File: config.mk
export PLATFORM = sky130hd
export DESIGN_NAME = debounce_edge_detect
export DESIGN_NICKNAME = d
export VERILOG_FILES = /design/src/rtl/debounce_pkg.sv /design/src/rtl/sync_2ff.sv /design/src/rtl/debounce_edge_detect.sv
export SDC_FILE = /design/constraint.sdc
export NUM_CORES = 1
export LEC_CHECK = 0
export CORE_AREA = 3 3 40 42
export CTS_BUF_LIST = sky130_fd_sc_hd__clkbuf_4 sky130_fd_sc_hd__clkbuf_8
export CTS_CLUSTER_DIAMETER = 60
export CTS_CLUSTER_SIZE = 25
export DETAILED_ROUTE_END_ITERATION = 6
export DIE_AREA = 0 0 43 45
export SETUP_SLACK_MARGIN = 0.4
export SLEW_MARGIN = 10
export SYNTH_ARGS = -nofsm -noshare
export SYNTH_HDL_FRONTEND = slang
export SYNTH_HIERARCHICAL = 1
export SYNTH_SLANG_ARGS = --single-unit
File: constraint.sdc
create_clock -name clk -period 1.5 [get_ports clk]
set_input_delay 0.3 -clock clk [delete_from_list [all_inputs] [get_ports clk]]
set_output_delay 0.3 -clock clk [all_outputs]
set_load 0.05 [all_outputs]
File: src/rtl/debounce_pkg.sv
// debounce_pkg: shared state encoding, parameter limit and counter sizing for debounce_edge_detect
package debounce_pkg;
  typedef enum logic [1:0] {
    IDLE_LOW  = 2'd0,
    WAIT_HIGH = 2'd1,
    IDLE_HIGH = 2'd2,
    WAIT_LOW  = 2'd3
  } state_t;
  localparam int STABLE_CNT_MAX = 1023;
  function automatic int cnt_width(input int stable_cnt);
    return $clog2(stable_cnt + 1);
  endfunction
endpackage

File: src/rtl/sync_2ff.sv
// sync_2ff: two-flop synchroniser for a single asynchronous level, async active-low reset to 0
module sync_2ff (
  input  logic clk,
  input  logic reset_n,
  input  logic d_in,
  output logic d_out
);
  logic s1;
  always_ff @(posedge clk or negedge reset_n)
    if (!reset_n) {d_out, s1} <= 2'b00;
    else {d_out, s1} <= {s1, d_in};
endmodule

File: src/rtl/debounce_edge_detect.sv
// debounce_edge_detect: synchronise, debounce and edge-detect a raw level; DEBOUNCE_FALL_PULSE_EN enables fall_pulse
module debounce_edge_detect
  import debounce_pkg::*;
#(
  parameter int STABLE_CNT = 4
) (
  input  logic clk,
  input  logic reset_n,
  input  logic d_in,
  output logic d_out,
  output logic rise_pulse,
  output logic fall_pulse
);
  localparam int CW = cnt_width(STABLE_CNT);
  localparam logic [CW-1:0] LAST = CW'(STABLE_CNT - 1);
  logic s2;
  state_t state, state_nx;
  logic [CW-1:0] cnt, cnt_nx;
  logic d_out_nx, rise_nx;
  sync_2ff u_sync (.clk(clk), .reset_n(reset_n), .d_in(d_in), .d_out(s2));
  always_ff @(posedge clk or negedge reset_n)
    if (!reset_n) begin
      state      <= IDLE_LOW;
      cnt        <= '0;
      d_out      <= 1'b0;
      rise_pulse <= 1'b0;
    end else begin
      state      <= state_nx;
      cnt        <= cnt_nx;
      d_out      <= d_out_nx;
      rise_pulse <= rise_nx;
    end
  // compare before increment, so cnt never exceeds STABLE_CNT-1
  always_comb begin
    state_nx = state;
    cnt_nx   = cnt;
    d_out_nx = d_out;
    rise_nx  = 1'b0;
    case (state)
      IDLE_LOW:
        if (s2) begin
          state_nx = WAIT_HIGH;
          cnt_nx   = '0;
        end
      WAIT_HIGH:
        if (!s2) begin
          state_nx = IDLE_LOW;
          cnt_nx   = '0;
        end else if (cnt == LAST) begin
          state_nx = IDLE_HIGH;
          d_out_nx = 1'b1;
          rise_nx  = 1'b1;
        end else cnt_nx = cnt + 1'b1;
      IDLE_HIGH:
        if (!s2) begin
          state_nx = WAIT_LOW;
          cnt_nx   = '0;
        end
      WAIT_LOW:
        if (s2) begin
          state_nx = IDLE_HIGH;
          cnt_nx   = '0;
        end else if (cnt == LAST) begin
          state_nx = IDLE_LOW;
          d_out_nx = 1'b0;
        end else cnt_nx = cnt + 1'b1;
      default: ;
    endcase
  end
`ifdef DEBOUNCE_FALL_PULSE_EN
  logic fall_nx;
  assign fall_nx = state == WAIT_LOW && !s2 && cnt == LAST;
  always_ff @(posedge clk or negedge reset_n)
    if (!reset_n) fall_pulse <= 1'b0;
    else fall_pulse <= fall_nx;
`else
  assign fall_pulse = 1'b0;
`endif
endmodule

==> results of run 1 <==
-- stage by stage --
step	setup slack (ps)	std cells	hold WS [ps]	instance area [um^2]	util (%)
floorplan	410	35	4.41	387	-
CTS	363	60	339	531	41.3
global route	310	62	345	562	43.7
global placement	320	53	333	458	35.6
finish	370	62	327	562	43.7
detailed placement	331	53	336	458	35.6
-- power breakdown --
part	internal (W)	switching (W)	leakage, nW
registers	0.000291	0.0000689	0.111
clock network	0.000120	0.0000817	0.0184
logic	0.000148	0.000111	0.127
-- synth_stat cells --
cell,count,area share (%)
nor3b_1,1,2.0
o21a_1,1,2.0
nand2_1,4,3.9
xnor2_1,2,4.6
o21ai_0,3,3.9
xor2_1,1,2.3
conb_1,1,0.98
inv_1,1,0.98
dfrtp_1,9,59
o22ai_1,2,3.3
and3b_1,1,2.3
nand2b_1,2,3.3
buf_4,1,2.0
a21oi_1,1,1.3
mux2i_1,1,2.6
ha_1,1,3.3
nor2_1,3,2.9
-- how the worst min path moves through the flow --
| stage | end | startpoint | slack (ps) |
|---|---|---|---|
| detailed placement | u_sync/d_out | u_sync/s1 | 340 |
| global placement | u_sync/d_out | u_sync/s1 | 330 |
| global route | asynchronous set/reset pin | reset_n | 340 |
| CTS | cnt[0] | reset_n | 340 |
| finish | asynchronous set/reset pin | reset_n | 330 |
| floorplan | asynchronous set/reset pin | reset_n | 4 |
-- kinds of logic (layout without fill, tap and decap cells) --
family	Yosys count	in the layout	share of synthesized area, %
AND/OR/NAND/NOR	11	11	14.3
multiplexers	1	1	2.61
flip-flops	9	9	58.6
buffers and inverters	2	14	2.93
adder cells (fa/ha/maj)	1	1	3.26
AO/OA/AOI/OAI	7	7	10.4
other	1	1	0.976
XOR/XNOR	3	3	6.84
-- layer usage --
metal / vias up / global-route usage [%] / wire length, um
met5: - / 0 / 0
met2: 7 / 13.8 / 335
li1: 139 / - / -
met1: 132 / 7.23 / 290
met3: 0 / 5.98 / 45
met4: 0 / 3.61 / 0
-- what timing repair did --
action	CTS	global route
setup buffers	3	2
setup endpoints to repair	7	8
pin swaps	1	1
resized for setup	5	3
cloned	0	0
-- layout make-up --
class	count	area, um^2	area share (%)
inverter	1	3.75	0.668
timing repair buffer	9	97.6	17.4
sequential	9	226	40.3
multi-input combinational	24	185	33.0
clock buffer	4	30.0	5.35
tap	15	18.8	3.34
==> reports/summary.txt, run 1 <==
Worst Reg-to-Reg Cells: 4
Synth Net Count: 39
GP Congestion: 0.719
reg2reg end: d_out
Seq cells post-synth: 9
Required @ worst endpoint: 1200 ps
TritonCTS Buffers: 3
Root Buffer: clkbuf_4
Leak Pwr: 0.256 nW
PD cells: 1460 nW/um^2
crit share post-route: 75.4%
Worst VDD drop: 0.826 mV
unrepaired setup endpoints after global routing: yes
average cell area after synthesis: 11.0 um^2
status: finished, final reports clean
die area: 1940 um^2
first-iteration detailed-routing DRC count: 2
Die W: 43 um
Antenna Nets Post-Route: 0
clock tree buffer depth: 2
Synth cell types: 17
Ports: 6
crit path time final: 1130 ps
via count: 278
YS warnings: 6
critical path arrival: 830 ps
DRC: 0
Sink Count: 9
share of layout cells above drive strength 1: 38.3%
Skew-Pair Late Insertion Delay: 260 ps
total power: 0.000820 W
Max Cap Viol: 0
number of core rows: 13
TritonCTS clock tree: built
first-pass detailed-route iteration total: 3
Final HPWL DP: 425 um
RR Startpoint: cnt[0]
worst reg2reg setup slack: 370 ps
GRT overflow: 0
initial antenna violation count: 0
Filler cells: 120
WL/cell: 10.8 um
Initial Util: 29.9%
Hold Fails Final Rpt: 0
commonest non-fill, non-tap cell in the layout: dfrtp_1
first-pass GRT wire length: 1070 um
ANT cells: 0
cell chain of the critical path: buf_12
end point of the critical path: d_out
CP Class: reg -> out
Critical path origin: d_out
Top delay family on crit path: flip-flops
port bufs: 4
Min-Delay Path Class: in -> async
Nets: 52
CP Capture Type: output port
Crit. path cell count: 1
most frequent cells in the layout: dfrtp_1, buf_4, nand2_1, clkbuf_4, nor2_1
GRT Total Usage: 8.09%
Post-CTS Hold Fix Bufs: 0
synthesized area: 384 um^2
Core Area: 1280 um^2
Crit path largest cell delay: 410 ps
largest net degree at the start of global routing: 10
number of global-route vias before repair: 278
Bufs and invs on worst path: 1
sequential share of the synthesized area: 58.6%
CP max FO: 2
WL final: 671 um
Slew Limit Fails: 0
setup TNS: 0 ps
final setup violation count: 0
slowest library cell on the worst path: dfrtp_1
vias per cell: 4.48
synth-to-layout area growth: 46.3%
Vert. Die Dim: 45 um
Cells after Synth: 35
FMAX: 885 MHz
Worst-path clk slew: 70 ps
H-tree depth: 1
Startpoint Class: flop
Clock Skew: 12.8 ps
Power figures use the tool's default switching activity.
==> run 2: changes to the inputs <==
==> constraint.sdc (replaced) <==
create_clock -name clk -period 1.2 [get_ports clk]
set_input_delay 0.24 -clock clk [delete_from_list [all_inputs] [get_ports clk]]
set_output_delay 0.24 -clock clk [all_outputs]
set_load 0.05 [all_outputs]
==> run 2 against run 1 <==
  * Count of clock-buffer cells in the layout fell by 1
  * Die area did not move
  * Core utilization rose by 1.8 points
  * Clock skew fell by 5.3 ps
  * Largest cell class unchanged
  * Largest power group unchanged
  * Highest routed layer is now met4
==> reports/summary.txt, run 2 (synthesis gave the netlist of run 1 again) <==
Core Area: 1280 um^2 (unchanged)
H-tree depth: 1 (unchanged)
vias per cell: 4.71 (+5.1%)
port bufs: 4 (unchanged)
TritonCTS clock tree: built
Skew-Pair Late Insertion Delay: 260 ps (about the same)
Max Cap Viol: 0 (unchanged)
Post-CTS Hold Fix Bufs: 0 (unchanged)
WL/cell: 11.0 um (+1.5%)
clock tree buffer depth: 2 (unchanged)
status: finished, final reports clean
Root Buffer: clkbuf_4
Final HPWL DP: 474 um (+11%)
Startpoint Class: flop
Required @ worst endpoint: 1350 ps (+150 ps)
FMAX: 905 MHz
TritonCTS Buffers: 3 (unchanged)
Clock Skew: 7.55 ps (-5.28 ps)
Filler cells: 121 (+0.83%)
Die W: 43 um (unchanged)
crit path time final: 1100 ps
largest net degree at the start of global routing: 10 (unchanged)
CP max FO: 4 (+2)
number of core rows: 13 (unchanged)
setup TNS: 0 ps (unchanged)
Hold Fails Final Rpt: 0 (unchanged)
Worst VDD drop: 0.957 mV (+16%)
first-pass GRT wire length: 1350 um (+26%)
initial antenna violation count: 0 (unchanged)
Ports: 6 (unchanged)
CP Class: reg -> reg
Initial Util: 29.9% (unchanged)
crit share post-route: 92.1%
unrepaired setup endpoints after global routing: yes
GP Congestion: 0.682 (-5.2%)
synth-to-layout area growth: 52.1%
PD cells: 1800 nW/um^2 (+23%)
Min-Delay Path Class: in -> async
via count: 297 (+6.8%)
die area: 1940 um^2 (unchanged)
DRC: 0 (unchanged)
total power: 0.00105 W (+28%)
GRT overflow: 0 (unchanged)
Antenna Nets Post-Route: 0 (unchanged)
commonest non-fill, non-tap cell in the layout: buf_4
first-iteration detailed-routing DRC count: 4 (+2)
WL final: 692 um (+3.1%)
Nets: 53 (+1.9%)
number of global-route vias before repair: 320 (+15%)
most frequent cells in the layout: buf_4, dfrtp_1, nand2_1, dfrtp_2
Leak Pwr: 0.256 nW (about the same)
final setup violation count: 0 (unchanged)
CP Capture Type: flop
Vert. Die Dim: 45 um (unchanged)
share of layout cells above drive strength 1: 45.8% (+7.5 points)
Slew Limit Fails: 0 (unchanged)
Sink Count: 9 (unchanged)
ANT cells: 0 (unchanged)
critical path arrival: 1250 ps (+420 ps)
GRT Total Usage: 9.69% (+1.6 points)
first-pass detailed-route iteration total: 4 (+1)
Worst-path clk slew: 70 ps (about the same)
## run 2: metal layers
| metal | part of all wire [%] | wire, um | track usage [%] |
|---|---|---|---|
| met5 | 0 | 0 | 0 |
| met3 | 5.5 | 38 | 3.59 |
| met2 | 52 | 359 | 14.7 |
| met4 | 0.58 | 4 | 7.23 |
| met1 | 42 | 289 | 11.2 |
## run 2: final cells by class
cell class              count  area [um^2]  share of cell area, %
multi-input cells          24          199                   34.0
inverters                   1         3.75                  0.642
flip-flops and latches      9          230                   39.4
well taps                  15         18.8                   3.21
clock inverters             1         5.00                  0.857
repair buffers             10          105                   18.0
clock buffers               3         22.5                   3.85
## run 2: power by group
group	internal, W	leakage (nW)	switching (W)
clock	0.000123	0.0177	0.000112
combinational	0.000217	0.131	0.000146
sequential	0.000366	0.107	0.0000897
total	0.000706	0.256	0.000348
## run 2: what timing repair did
action,4_1_cts,5_1_grt
setup endpoints to repair,9,9
resized for setup,3,5
setup buffers,4,1
pin swaps,2,1
## run 2: metrics by stage
stage          cells  setup WS [ps]  hold WS (ps)  utilization [%]  area, um^2
2_1_floorplan     35            130         -55.6                -         407
3_3_place_gp      54           83.8           335             37.8         485
3_5_place_dp      54           40.4           340             37.8         485
4_1_cts           62           91.1           284             43.8         563
5_1_grt           63           22.8           295             45.5         584
6_report          63           95.4           268             45.5         584
## run 2: worst max-delay path, stage by stage (launching register included)
cell	delay, ps
dfrtp_1	410
ha_4	190
and3b_2	230
a21oi_2	120
o21ai_1	60
## run 2: path summary, 6_finish.rpt
path | to | startpoint | cells past startpoint | slack [ps]
max | d_out | cnt[0] | 4 | 100
min | state[0] | reset_n | 1 | 270
max reg2reg | d_out | cnt[0] | 4 | 100
min reg2reg | u_sync/d_out | u_sync/s1 | 0 | 350
max in group asynchronous | rise_pulse | reset_n | 1 | 630
min in group clk | u_sync/d_out | u_sync/s1 | 0 | 350
